--- src/rtl/binary_to_bcd_converter.sv ---
// Sequential double-dabble binary to packed-BCD converter.
// Optional leading-zero mask is built when BCD_BLANK_EN is defined.
module binary_to_bcd_converter #(
    parameter int WIDTH  = 8,
    parameter int DIGITS = 3
) (
    input  logic                  i_Clk,
    input  logic                  i_Rst_L,
    input  logic                  i_Start,
    input  logic [WIDTH-1:0]      i_Binary,
    output logic                  o_Busy,
    output logic                  o_Done,
    output logic [4*DIGITS-1:0]   o_BCD,
    output logic                  o_Overflow,
    output logic [DIGITS-1:0]     o_Blank_Mask
);

    localparam int BW = 4 * DIGITS;
    localparam int SW = BW + WIDTH;
    localparam int CW = $clog2(WIDTH + 1);

    typedef enum logic [1:0] {
        IDLE,
        ADD3,
        SHIFT,
        DONE
    } state_t;

    state_t         state;
    logic [SW-1:0]  scratch;
    logic [SW-1:0]  scratch_add3;
    logic [CW-1:0]  count;
    logic [CW-1:0]  count_next;
    logic           ovf_sticky;

    assign count_next = count + 1'b1;

    // Correct every BCD nibble that would carry wrongly on the next shift
    always_comb begin
        scratch_add3 = scratch;
        for (int k = 0; k < DIGITS; k++) begin
            if (scratch[WIDTH+4*k +: 4] >= 4'd5) begin
                scratch_add3[WIDTH+4*k +: 4] =
                    scratch[WIDTH+4*k +: 4] + 4'd3;
            end
        end
    end

`ifdef BCD_BLANK_EN
    localparam logic [DIGITS-1:0] MASK_RST = {DIGITS{1'b1}} << 1;

    logic [DIGITS-1:0] blank_next;
    logic              upper_zero;

    // Digit k blanks only when it and all digits above it are zero
    always_comb begin
        blank_next = '0;
        upper_zero = 1'b1;
        for (int k = DIGITS - 1; k >= 1; k--) begin
            upper_zero    = upper_zero &&
                            (scratch[WIDTH+4*k +: 4] == 4'd0);
            blank_next[k] = upper_zero;
        end
    end

    // Mask is registered alongside the BCD result
    always_ff @(posedge i_Clk or negedge i_Rst_L) begin
        if (!i_Rst_L) begin
            o_Blank_Mask <= MASK_RST;
        end else if (state == DONE) begin
            o_Blank_Mask <= blank_next;
        end
    end
`else
    assign o_Blank_Mask = '0;
`endif

    // Conversion sequencer: load, then WIDTH rounds of add-3 / shift
    always_ff @(posedge i_Clk or negedge i_Rst_L) begin
        if (!i_Rst_L) begin
            state      <= IDLE;
            scratch    <= '0;
            count      <= '0;
            ovf_sticky <= 1'b0;
            o_Busy     <= 1'b0;
            o_Done     <= 1'b0;
            o_BCD      <= '0;
            o_Overflow <= 1'b0;
        end else begin
            o_Done <= 1'b0;
            unique case (state)
                IDLE: begin
                    if (i_Start) begin
                        scratch    <= {{BW{1'b0}}, i_Binary};
                        count      <= '0;
                        ovf_sticky <= 1'b0;
                        o_Busy     <= 1'b1;
                        state      <= ADD3;
                    end
                end
                ADD3: begin
                    scratch <= scratch_add3;
                    state   <= SHIFT;
                end
                SHIFT: begin
                    scratch    <= {scratch[SW-2:0], 1'b0};
                    ovf_sticky <= ovf_sticky | scratch[SW-1];
                    count      <= count_next;
                    if (count_next == CW'(WIDTH)) begin
                        state <= DONE;
                    end else begin
                        state <= ADD3;
                    end
                end
                DONE: begin
                    o_BCD      <= scratch[SW-1:WIDTH];
                    o_Overflow <= ovf_sticky;
                    o_Done     <= 1'b1;
                    o_Busy     <= 1'b0;
                    state      <= IDLE;
                end
                default: begin
                    state <= IDLE;
                end
            endcase
        end
    end

endmodule

--- config.mk ---
export PLATFORM = sky130hd
export DESIGN_NAME = binary_to_bcd_converter
export DESIGN_NICKNAME = d
export VERILOG_FILES = /design/src/rtl/binary_to_bcd_converter.sv
export SDC_FILE = /design/constraint.sdc
export NUM_CORES = 1
export LEC_CHECK = 0
export CORE_ASPECT_RATIO = 0.7
export CORE_MARGIN = 4
export CORE_UTILIZATION = 49
export CTS_CLUSTER_DIAMETER = 40
export DETAILED_ROUTE_END_ITERATION = 8
export GPL_TIMING_DRIVEN = 0
export PLACE_DENSITY = 0.75
export SLEW_MARGIN = 0
export SYNTH_ARGS = -nofsm -noshare
export SYNTH_HDL_FRONTEND = slang
export SYNTH_SLANG_ARGS = --single-unit
--- constraint.sdc ---
create_clock -name i_Clk -period 1.6 [get_ports i_Clk]
set_input_delay 0.16 -clock i_Clk [delete_from_list [all_inputs] [get_ports i_Clk]]
set_output_delay 0.16 -clock i_Clk [all_outputs]
set_load 0.005 [all_outputs]
==> reports/qor.yml <==
power:
  combPwrFrac: 0.519
  power_density_mw_per_mm2: 1859
  p_sw_frac: 0.3902
  switchingPower_mw: 2.082
  p_int_mw: 3.254
  ir_drop_uv: 931.2
  p_clk_frac: 0.157
  leakage_nw: 1.279
  p_seq_frac: 0.324
critical_path:
  arrival_ns: 1.78
  r2r_end: "scratch[10]$_DFFE_PN0P_"
  endpoint_kind: "register"
  r2r-start: "state[1]$_DFFE_PN0P_"
  reg2reg_slack_ns: 0.02
  critPathKind: "register to register"
  reg2regPathDepth: 7
  worstPathRequired_ns: 1.79
  critPathLaunchType: "register"
  cp_max_fo: 5
logic_synthesis:
  synth_simple_gate_area_frac: 0.1312
  synth_top_family_by_area: "compound AO/OA/AOI/OAI gates"
  synth_edf_count: 0
  synth_flop_cell: "dfrtp_1"
  synth_xor_xnor_area_share: 0.02365
  yosysUniqueCellTypes: 34
  synth.avg_cell_area_um2: 10.38
  synthArstFlopShare: 1.000
  synth.most_common_cell: "dfrtp_1"
  ys_warn_count: 0
  synth.top_cell.area_share: 0.4730
  synth.area.mux_share: 0.1143
  ys_top_cells_by_area: "dfrtp_1, mux2_2, ha_1, a21oi_1, o21ai_0"
  netlist_top_cells_count: "dfrtp_1, a21oi_1, nand2_1, mux2_2"
  syn_area_mm2: 0.002222
  synthAdderAreaFrac: 0.06757
  yosys.area.top_type: "dfrtp_1"
  synth-compound-area-share: 0.1413
  ys_ff_latch: 42
  syn_inst: 214
  ys_seq_area_frac: 0.4730
floorplanning:
  core_area_mm2: 0.004354
  rows: 20
  dieArea_mm2: 0.005693
  die_w_um: 88.49
  dieHeight_um: 64.34
  boundaryPins: 29
  start_util: 0.5103
place:
  dp.cells: 297
  port_buffers: 25
  hpwlAfterDp_mm: 3.237
  gp_congestion: 0.8356
global_route:
  antenna_found_initial: 0
  grt_usage: 0.1786
  grt-ovfl-total: 0
  grt_max_degree: 28
  first_global_vias: 1601
  grt_pass1_wl_mm: 7.769
run:
  maxCapViolations: 0
sta:
  fmax_ghz: 0.6328
  rsz0062_at_grt: "yes"
  fin_setup_tns_ns: 0
  hold_viol_final: 0
  period_minus_slack_ns: 1.580
  drv_slew: 0
  finalCritPeriodShare: 0.9876
  setup_violations: 0
  finClkSkew_ns: 0.004977
cts:
  numCtsBuffers: 5
  htreeDepth: 2
  cts_buffer_depth: 2
  insertion_delay_ns: 0.30
  cts_tree: "built"
  root_buffer: "clkbuf_8"
  cts_num_sinks: 42
  path_clk_slew_ns: 0.08
min_path:
  min_path_type: "input port to async pin"
route:
  wl_per_cell_um: 14.72
  drc: 0
  firstDrtPassIters: 4
  vias: 1681
  via_per_inst: 5.337
  drt_wl_total_mm: 4.636
  drtIter0Drc: 88
  postRouteAntennaNets: 0
outcome:
  status: "finished clean"
final_layout:
  fin_cells: 315
  diodes: 0
  nNetsFinal: 282
  synthToLayoutAreaGrowth_pct: 29.17
  fillers: 353
  drive_gt1_frac: 0.2923
-- power by group through the flow --
| stage | logic (mW) | clock network, mW | registers [mW] |
|---|---|---|---|
| 2_1_floorplan | 1.63 | 0 | 1.65 |
| 3_3_place_gp | 2.20 | 0 | 1.70 |
| 3_5_place_dp | 2.27 | 0 | 1.71 |
| 4_1_cts | 2.60 | 0.854 | 1.69 |
| 5_1_grt | 3.06 | 0.898 | 1.79 |
| 6_report | 2.77 | 0.838 | 1.73 |
-- registers in the layout (all words and copies together) (netlist names) --
name / flops
scratch: 20
o_BCD: 12
count: 4
state: 2
o_Busy: 1
o_Done: 1
o_Overflow: 1
ovf_sticky: 1
-- metrics by stage --
stage	instance area (um2)	total power [mW]	utilization	setup slack (ns)	hold slack, ns
2_1_floorplan	2247	3.279	-	0.01396	-0.1356
3_3_place_gp	2566	3.903	0.5894	-0.7398	0.4921
3_5_place_dp	2581	3.977	0.5928	-0.2118	0.09501
4_1_cts	2808	5.146	0.6448	0.005421	0.3057
5_1_grt	2870	5.749	0.6592	-0.02600	0.3266
6_report	2870	5.337	0.6592	0.01984	0.2954
-- worst max-delay path by stage --
stage | startpoint | endpoint | slack [ns] | cells after the start
after CTS | scratch[8]$_DFFE_PN0P_ | scratch[10]$_DFFE_PN0P_ | 0.005 | 6
final | state[1]$_DFFE_PN0P_ | scratch[10]$_DFFE_PN0P_ | 0.02 | 7
after global placement | i_Rst_L | o_BCD[6]$_DFFE_PN0P_ | -0.74 | 1
after global routing | state[1]$_DFFE_PN0P_ | scratch[10]$_DFFE_PN0P_ | -0.03 | 7
after detailed placement | state[1]$_DFFE_PN0P_ | scratch[15]$_DFFE_PN0P_ | -0.21 | 5
after floorplan | state[0]$_DFFE_PN0P_ | scratch[18]$_DFFE_PN0P_ | 0.01 | 5
-- cell families after synthesis --
logic type | after synthesis
buffers and inverters | 22
DFF | 42
xor gates and xnor gates | 6
muxes | 23
AOI/OAI and AO/OA | 51
other | 1
adders and majority gates | 12
and+or+nand+nor | 57
-- cell type report --
| cell class | count | area (um2) | area share |
|---|---|---|---|
| Timing Repair Buffer | 37 | 347.8 | 0.1212 |
| Multi-Input combinational cell | 152 | 1167 | 0.4067 |
| Sequential cell | 42 | 1056 | 0.3679 |
| Clock inverter | 3 | 40.04 | 0.01395 |
| Buffer | 9 | 73.82 | 0.02572 |
| Inverter | 12 | 47.55 | 0.01656 |
| Tap cell | 55 | 68.82 | 0.02398 |
| Clock buffer | 5 | 68.82 | 0.02398 |
-- per-layer routing --
metal,GRT usage,wire (um),vias to the layer above
li1,-,-,822
met4,0.05660,53,0
met1,0.2625,2247,816
met5,0,0,-
met3,0.04381,212,4
met2,0.2575,2123,39
-- critical path, cell delays in order (launching register included) --
cell,delay (ns)
dfrtp_2,0.43
inv_4,0.06
ha_2,0.19
buf_8,0.15
nand2b_4,0.08
a21oi_4,0.04
nor2_4,0.16
mux2_2,0.34
-- placed cells by master (no fill, tap or decap), drive strengths merged --
master         count
a22o               3
a31oi              1
o2111ai            2
nand2b             6
o21ai             15
nand2             17
bufinv             1
a32o               1
ha                12
clkbuf             5
xor2               4
nand4              3
and2               1
inv               12
nor2              16
dfrtp             42
clkinv             2
nand3b             1
mux2i              7
buf               21
mux2              16
conb               3
nor3               1
a21o               1
a21oi             25
dlygate4sd3        1
nor2b              8
clkdlybuf4s50     24
nand3              4
xnor2              2
o221ai             1
o211ai             2
-- repair_timing --
action	CTS	global route
setup endpoints to repair	22	26
pin swaps	1	3
endpoints found under the hold margin	15	0
resized for setup	20	16
hold buffers	1	0
gates cloned	0	1
setup buffers	6	3
(Power assumes the default switching activity.)
